**src/rtl/serial_deframer_pkg.sv**
```systemverilog
// Shared definitions for the serial deframer: FSM state encodings, idle line level, parity helper.
package serial_deframer_pkg;

  localparam logic [2:0] SER_IDLE   = 3'd0;
  localparam logic [2:0] SER_DATA   = 3'd1;
  localparam logic [2:0] SER_PARITY = 3'd2;
  localparam logic [2:0] SER_STOP   = 3'd3;
  localparam logic [2:0] SER_BREAK  = 3'd4;

  localparam logic SER_IDLE_LEVEL = 1'b1;

  // Expected parity bit for a data word (zero-extended to 16 bits).
  function automatic logic ser_parity_bit(input logic [15:0] data, input logic odd);
    return (^data) ^ odd;
  endfunction

endpackage

```
**src/rtl/serial_deframer_if.sv**
```systemverilog
// Serial input and word-output handshake bundle for serial_deframer.
interface serial_deframer_if #(parameter int unsigned N = 8);
  logic         din;
  logic         bit_en;
  logic [N-1:0] dout;
  logic         dout_valid;
  logic         dout_ready;
  logic         frame_err;
  logic         overrun;
  logic         busy;

  modport slave (
    input  din, bit_en, dout_ready,
    output dout, dout_valid, frame_err, overrun, busy
  );

  modport master (
    output din, bit_en, dout_ready,
    input  dout, dout_valid, frame_err, overrun, busy
  );
endinterface

```
**src/rtl/serial_deframer_shift_in.sv**
```systemverilog
// N-bit LSB-first right-shift register with enable, synchronous clear and async reset.
module ser_shift_in #(
  parameter int unsigned W = 8
) (
  input  logic         clk,
  input  logic         reset,
  input  logic         i_en,
  input  logic         i_clr,
  input  logic         i_din,
  output logic [W-1:0] o_q
);

  logic [W-1:0] r_q;

  always_ff @(posedge clk or posedge reset) begin
    if (reset)      r_q <= '0;
    else if (i_clr) r_q <= '0;
    else if (i_en)  r_q <= {i_din, r_q[W-1:1]};
  end

  assign o_q = r_q;

endmodule

```
**src/rtl/serial_deframer.sv**
```systemverilog
// Serial frame receiver: start detect, N data bits LSB-first, optional parity, stop check,
// one-deep valid/ready output register. Define SER_PARITY_EN to add the parity bit.
module serial_deframer
  import serial_deframer_pkg::*;
#(
  parameter int unsigned N          = 8,
  parameter bit          PARITY_ODD = 1'b0
) (
  input  logic               clk,
  input  logic               reset,
  serial_deframer_if.slave   bus
);

  localparam int unsigned      CW   = $clog2(N);
  localparam logic [CW-1:0]    LAST = CW'(N - 1);

  logic [2:0]    r_state;
  logic [CW-1:0] r_count;
  logic [N-1:0]  w_sr;
  logic [N-1:0]  r_dout;
  logic          r_valid;
  logic          r_frame_err;
  logic          r_overrun;
  logic          w_start;
  logic          w_shift;
  logic          w_stop_smp;
  logic          w_good;
  logic          w_bad;

  assign w_start    = bus.bit_en && (r_state == SER_IDLE) && (bus.din != SER_IDLE_LEVEL);
  assign w_shift    = bus.bit_en && (r_state == SER_DATA);
  assign w_stop_smp = bus.bit_en && (r_state == SER_STOP);

`ifdef SER_PARITY_EN
  logic r_par_err;
  assign w_good = w_stop_smp && (bus.din == SER_IDLE_LEVEL) && !r_par_err;
`else
  assign w_good = w_stop_smp && (bus.din == SER_IDLE_LEVEL);
`endif
  assign w_bad = w_stop_smp && !w_good;

  ser_shift_in #(.W(N)) u_shift (
    .clk   (clk),
    .reset (reset),
    .i_en  (w_shift),
    .i_clr (w_start),
    .i_din (bus.din),
    .o_q   (w_sr)
  );

  always_ff @(posedge clk or posedge reset) begin
    if (reset) begin
      r_state <= SER_IDLE;
      r_count <= '0;
`ifdef SER_PARITY_EN
      r_par_err <= 1'b0;
`endif
    end else if (bus.bit_en) begin
      case (r_state)
        SER_IDLE: begin
          if (bus.din != SER_IDLE_LEVEL) begin
            r_state <= SER_DATA;
            r_count <= '0;
`ifdef SER_PARITY_EN
            r_par_err <= 1'b0;
`endif
          end
        end
        SER_DATA: begin
          if (r_count == LAST) begin
`ifdef SER_PARITY_EN
            r_state <= SER_PARITY;
`else
            r_state <= SER_STOP;
`endif
          end else begin
            r_count <= r_count + 1'b1;
          end
        end
`ifdef SER_PARITY_EN
        SER_PARITY: begin
          r_par_err <= (bus.din != ser_parity_bit(16'(w_sr), PARITY_ODD));
          r_state   <= SER_STOP;
        end
`endif
        SER_STOP:  r_state <= (bus.din == SER_IDLE_LEVEL) ? SER_IDLE : SER_BREAK;
        SER_BREAK: if (bus.din == SER_IDLE_LEVEL) r_state <= SER_IDLE;
        default:   r_state <= SER_IDLE;
      endcase
    end
  end

  // A good word loads when the register is empty or being drained this same cycle.
  always_ff @(posedge clk or posedge reset) begin
    if (reset) begin
      r_dout      <= '0;
      r_valid     <= 1'b0;
      r_frame_err <= 1'b0;
      r_overrun   <= 1'b0;
    end else begin
      r_frame_err <= w_bad;
      r_overrun   <= w_good && r_valid && !bus.dout_ready;
      if (w_good && (!r_valid || bus.dout_ready)) begin
        r_dout  <= w_sr;
        r_valid <= 1'b1;
      end else if (r_valid && bus.dout_ready) begin
        r_valid <= 1'b0;
      end
    end
  end

  assign bus.dout       = r_dout;
  assign bus.dout_valid = r_valid;
  assign bus.frame_err  = r_frame_err;
  assign bus.overrun    = r_overrun;
  assign bus.busy       = (r_state != SER_IDLE);

endmodule

```
**src/flat_wrapper.sv**
```systemverilog
// flat-port wrapper written by rule: the top's interface ports become plain ports
module serial_deframer_flat import serial_deframer_pkg::*;
#(
  parameter int unsigned N          = 8,
  parameter bit          PARITY_ODD = 1'b0
)
  (clk, reset, bus_din, bus_bit_en, bus_dout_ready, bus_dout, bus_dout_valid, bus_frame_err, bus_overrun, bus_busy);
  serial_deframer_if #(.N(N)) bus_i ();
  input  logic clk;
  input  logic reset;
  input wire logic [$bits(bus_i.din)-1:0] bus_din;
  input wire logic [$bits(bus_i.bit_en)-1:0] bus_bit_en;
  input wire logic [$bits(bus_i.dout_ready)-1:0] bus_dout_ready;
  output wire logic [$bits(bus_i.dout)-1:0] bus_dout;
  output wire logic [$bits(bus_i.dout_valid)-1:0] bus_dout_valid;
  output wire logic [$bits(bus_i.frame_err)-1:0] bus_frame_err;
  output wire logic [$bits(bus_i.overrun)-1:0] bus_overrun;
  output wire logic [$bits(bus_i.busy)-1:0] bus_busy;
  assign bus_i.din = bus_din;
  assign bus_i.bit_en = bus_bit_en;
  assign bus_i.dout_ready = bus_dout_ready;
  assign bus_dout = bus_i.dout;
  assign bus_dout_valid = bus_i.dout_valid;
  assign bus_frame_err = bus_i.frame_err;
  assign bus_overrun = bus_i.overrun;
  assign bus_busy = bus_i.busy;
  serial_deframer #(.N(N), .PARITY_ODD(PARITY_ODD)) u_core (.clk(clk), .reset(reset), .bus(bus_i));
endmodule
```
**config.mk**
```make
export PLATFORM = sky130hd
export DESIGN_NAME = serial_deframer_flat
export DESIGN_NICKNAME = d
export VERILOG_FILES = /design/src/rtl/serial_deframer_pkg.sv /design/src/rtl/serial_deframer_if.sv /design/src/rtl/serial_deframer_shift_in.sv /design/src/rtl/serial_deframer.sv /design/src/flat_wrapper.sv
export SDC_FILE = /design/constraint.sdc
export NUM_CORES = 1
export LEC_CHECK = 0
export ABC_AREA = 1
export ABC_CLOCK_PERIOD_IN_PS = 1680
export BUFFER_PORTS_ARGS = -buffer_cell sky130_fd_sc_hd__buf_4
export CORE_ASPECT_RATIO = 1.1
export CORE_UTILIZATION = 40
export DETAILED_ROUTE_END_ITERATION = 6
export GPL_ROUTABILITY_DRIVEN = 0
export PLACE_DENSITY = 0.7
export SLEW_MARGIN = 20
export SYNTH_ARGS = -nofsm -noshare
export SYNTH_HDL_FRONTEND = slang
export SYNTH_SLANG_ARGS = --single-unit
```
**constraint.sdc**
```tcl
create_clock -name clk -period 1.68 [get_ports clk]
set_input_delay 0.168 -clock clk [delete_from_list [all_inputs] [get_ports clk]]
set_output_delay 0.168 -clock clk [all_outputs]
set_load 0.01 [all_outputs]
```
==> flow_summary.json <==
{
  "cts_tree": "built",
  "critPathSlowestCell": "dfrtp_1",
  "grt_max_degree": 26,
  "initial_core_util_pct": 43.41,
  "ys_seq_area_share_pct": 55.62,
  "finalNetCount": 157,
  "hp-class": "in2reg",
  "detail-route-antenna-nets": 0,
  "dp_cells": 175,
  "ys_ff_latch": 25,
  "gr-total-overflow": 0,
  "routedWlPerCell_um": 10.66,
  "cp.arrival_ns": 1.65,
  "critical_path.max_fanout": 4,
  "postCtsHoldBufs": 1,
  "antenna_cells": 0,
  "skew_ns": 0.01314,
  "cap_viol_max_count": 0,
  "setup_violations": 0,
  "place_ws_ns": 0.2651,
  "syn_area_sq_um": 1125,
  "areaGrowthSynthToFinish_pct": 17.13,
  "yosys_warnings": 0,
  "final_max_slew_viol_count": 0,
  "synthesis.nets": 135,
  "cp.required_ns": 1.90,
  "rsz0062_at_grt": "false",
  "grt_pass1_vias": 842,
  "io_pins": 17,
  "crit_buf_inv": 2,
  "die-height_um": 57.62,
  "clkTransAtPathRegs_ns": 0.14,
  "syn_avg_cell_area_sq_um": 8.788,
  "core_sq_um": 2591,
  "grt_pass1_wl_um": 3415,
  "endpoint_kind": "register",
  "whs_ns": 0.1544,
  "ys_types": 18,
  "clkSinkCount": 25,
  "dr.pass1.iters": 4,
  "antenna_found_initial": 0,
  "drt_iter0_drc": 18,
  "hold_viol_final": 0,
  "wl_um": 1919,
  "setup_ws_ns": 0.2524,
  "die_w_um": 52.56,
  "slowest_delay_ns": 0.42,
  "post-route-period-util_pct": 84.97,
  "vias": 849,
  "clk_latency_ns": 0.31,
  "postCtsSetupBuffers": 0,
  "hpwl_um": 1435,
  "worstPathCellList": "ha_1 > ha_1 > inv_1 > o21ai_0 > inv_1 > nand2_1 > nand2_1 > nand2_1",
  "powerDensity_nw_per_um2": 1559,
  "final.setup.tns_ns": 0,
  "tightest_slew_ns": 0.3854,
  "fin_util_pct": 50.85,
  "io_buffers": 16,
  "grt_util_all_layers_pct": 14.94,
  "drive_gt1_share_pct": 25.50,
  "die_area_sq_um": 3028,
  "crit_type": "reg2reg",
  "numCtsBuffers": 3,
  "instances_no_fill": 180,
  "cp_common_cell": "nand2_1",
  "start_kind": "register",
  "status": "completed",
  "clockBufferDepth": 2,
  "max_slew_margin_pct": 74.22,
  "period_needed_ns": 1.428,
  "clock.fmax_mhz": 700.5,
  "path_delay_family": "flip-flops",
  "ir_drop_mv": 0.9007,
  "cts-resized-gates": 0,
  "leakage_uw": 0.0007089,
  "syn_inst": 128,
  "post_drt_via_cell_ratio": 4.717,
  "rows": 19,
  "cts-htree-levels": 1,
  "drcViolationCount": 0,
  "cts-root-buf": "clkbuf_4"
}
-- layer usage --
layer	wire [um]	GRT usage (%)	vias up
li1	-	-	436
met1	868	17.55	400
met2	995	27.31	13
met3	55	2.362	0
met4	0	4.511	0
met5	0	0	-
-- sequential cells by signal, summed over array words and instances, names as in the netlist --
signal	cells
u_core.r_count	3
u_core.bus.dout_valid	1
u_core.bus.overrun	1
u_core.u_shift.o_q	8
u_core.bus.dout	8
u_core.r_state	3
u_core.bus.frame_err	1
-- through the flow --
step	total power (uW)	instance area, sq um
2_1_floorplan	1524	1125
3_5_place_dp	1817	1280
6_report	2053	1318
4_1_cts	2084	1318
3_3_place_gp	1773	1280
5_1_grt	2249	1318
-- worst register-to-register path: stages (launching register included) --
cell and delay [ns]:
dfrtp_1 0.42, ha_1 0.21, ha_1 0.17, inv_1 0.07, o21ai_0 0.09, inv_1 0.13
nand2_1 0.11, nand2_1 0.08, nand2_1 0.05
-- final cells by class --
type,instances,area [sq um]
clock inverter,1,5.005
clock buffer,3,22.52
sequential,25,625.6
inverter,22,83.83
timing repair buffer,18,137.6
multi-input combinational,80,404.1
tap,31,38.79
fill,252,1274
-- where the power goes --
| part | switching [uW] | internal, uW | total (uW) |
|---|---|---|---|
| Combinational | 518 | 332 | 851 |
| Clock | 170 | 88.8 | 258 |
| Sequential | 135 | 810 | 944 |
| Total | 822 | 1230 | 2050 |
-- logic make-up after synthesis --
logic type,after synthesis,synth area share (%)
and+or+nand+nor,61,23.47
DFF,25,55.62
buffers and inverters,23,8.453
AOI/OAI and AO/OA,17,10.23
adders and majority gates,2,2.224
-- layout by cell type (no fill, tap or decap), types with 2 or more instances in the layout --
cell / netlist / final
nand2_1: 40 / 40
o21ai_0: 7 / 7
nor2_1: 7 / 7
o21ai_2: 8 / 8
clkinv_2: 1 / 2
dfrtp_1: 25 / 25
buf_4: 0 / 17
nand3_1: 6 / 6
ha_1: 2 / 2
inv_1: 20 / 20
clkbuf_4: 0 / 3
nand2_2: 3 / 3
nor2_2: 2 / 2
-- final timing paths --
kind	to	slack, ns	start	cells after the start
setup / recovery	u_core.r_count[1]	0.25	u_core.r_count[0]	8
hold / removal	u_core.u_shift.o_q[7]	0.15	bus_bit_en	3
setup reg to reg	u_core.r_count[1]	0.25	u_core.r_count[0]	8
hold reg to reg	u_core.u_shift.o_q[4]	0.50	u_core.u_shift.o_q[5]	2
max in group asynchronous	u_core.bus.dout[7]	0.98	reset	4
min in group asynchronous	u_core.u_shift.o_q[7]	0.45	reset	4
-- Yosys cell counts (all sizes together) --
library cell / instances / share of area (%)
buf: 1 / 1.0
nor3: 1 / 0.44
ha: 2 / 2.2
o21ai: 16 / 9.8
nand3: 7 / 3.6
dfrtp: 25 / 56
a21oi: 1 / 0.44
clkinv: 1 / 0.44
nor2: 9 / 3.4
inv: 21 / 7.0
nand2: 44 / 16
Note: power is estimated with default switching activity, not from simulation.
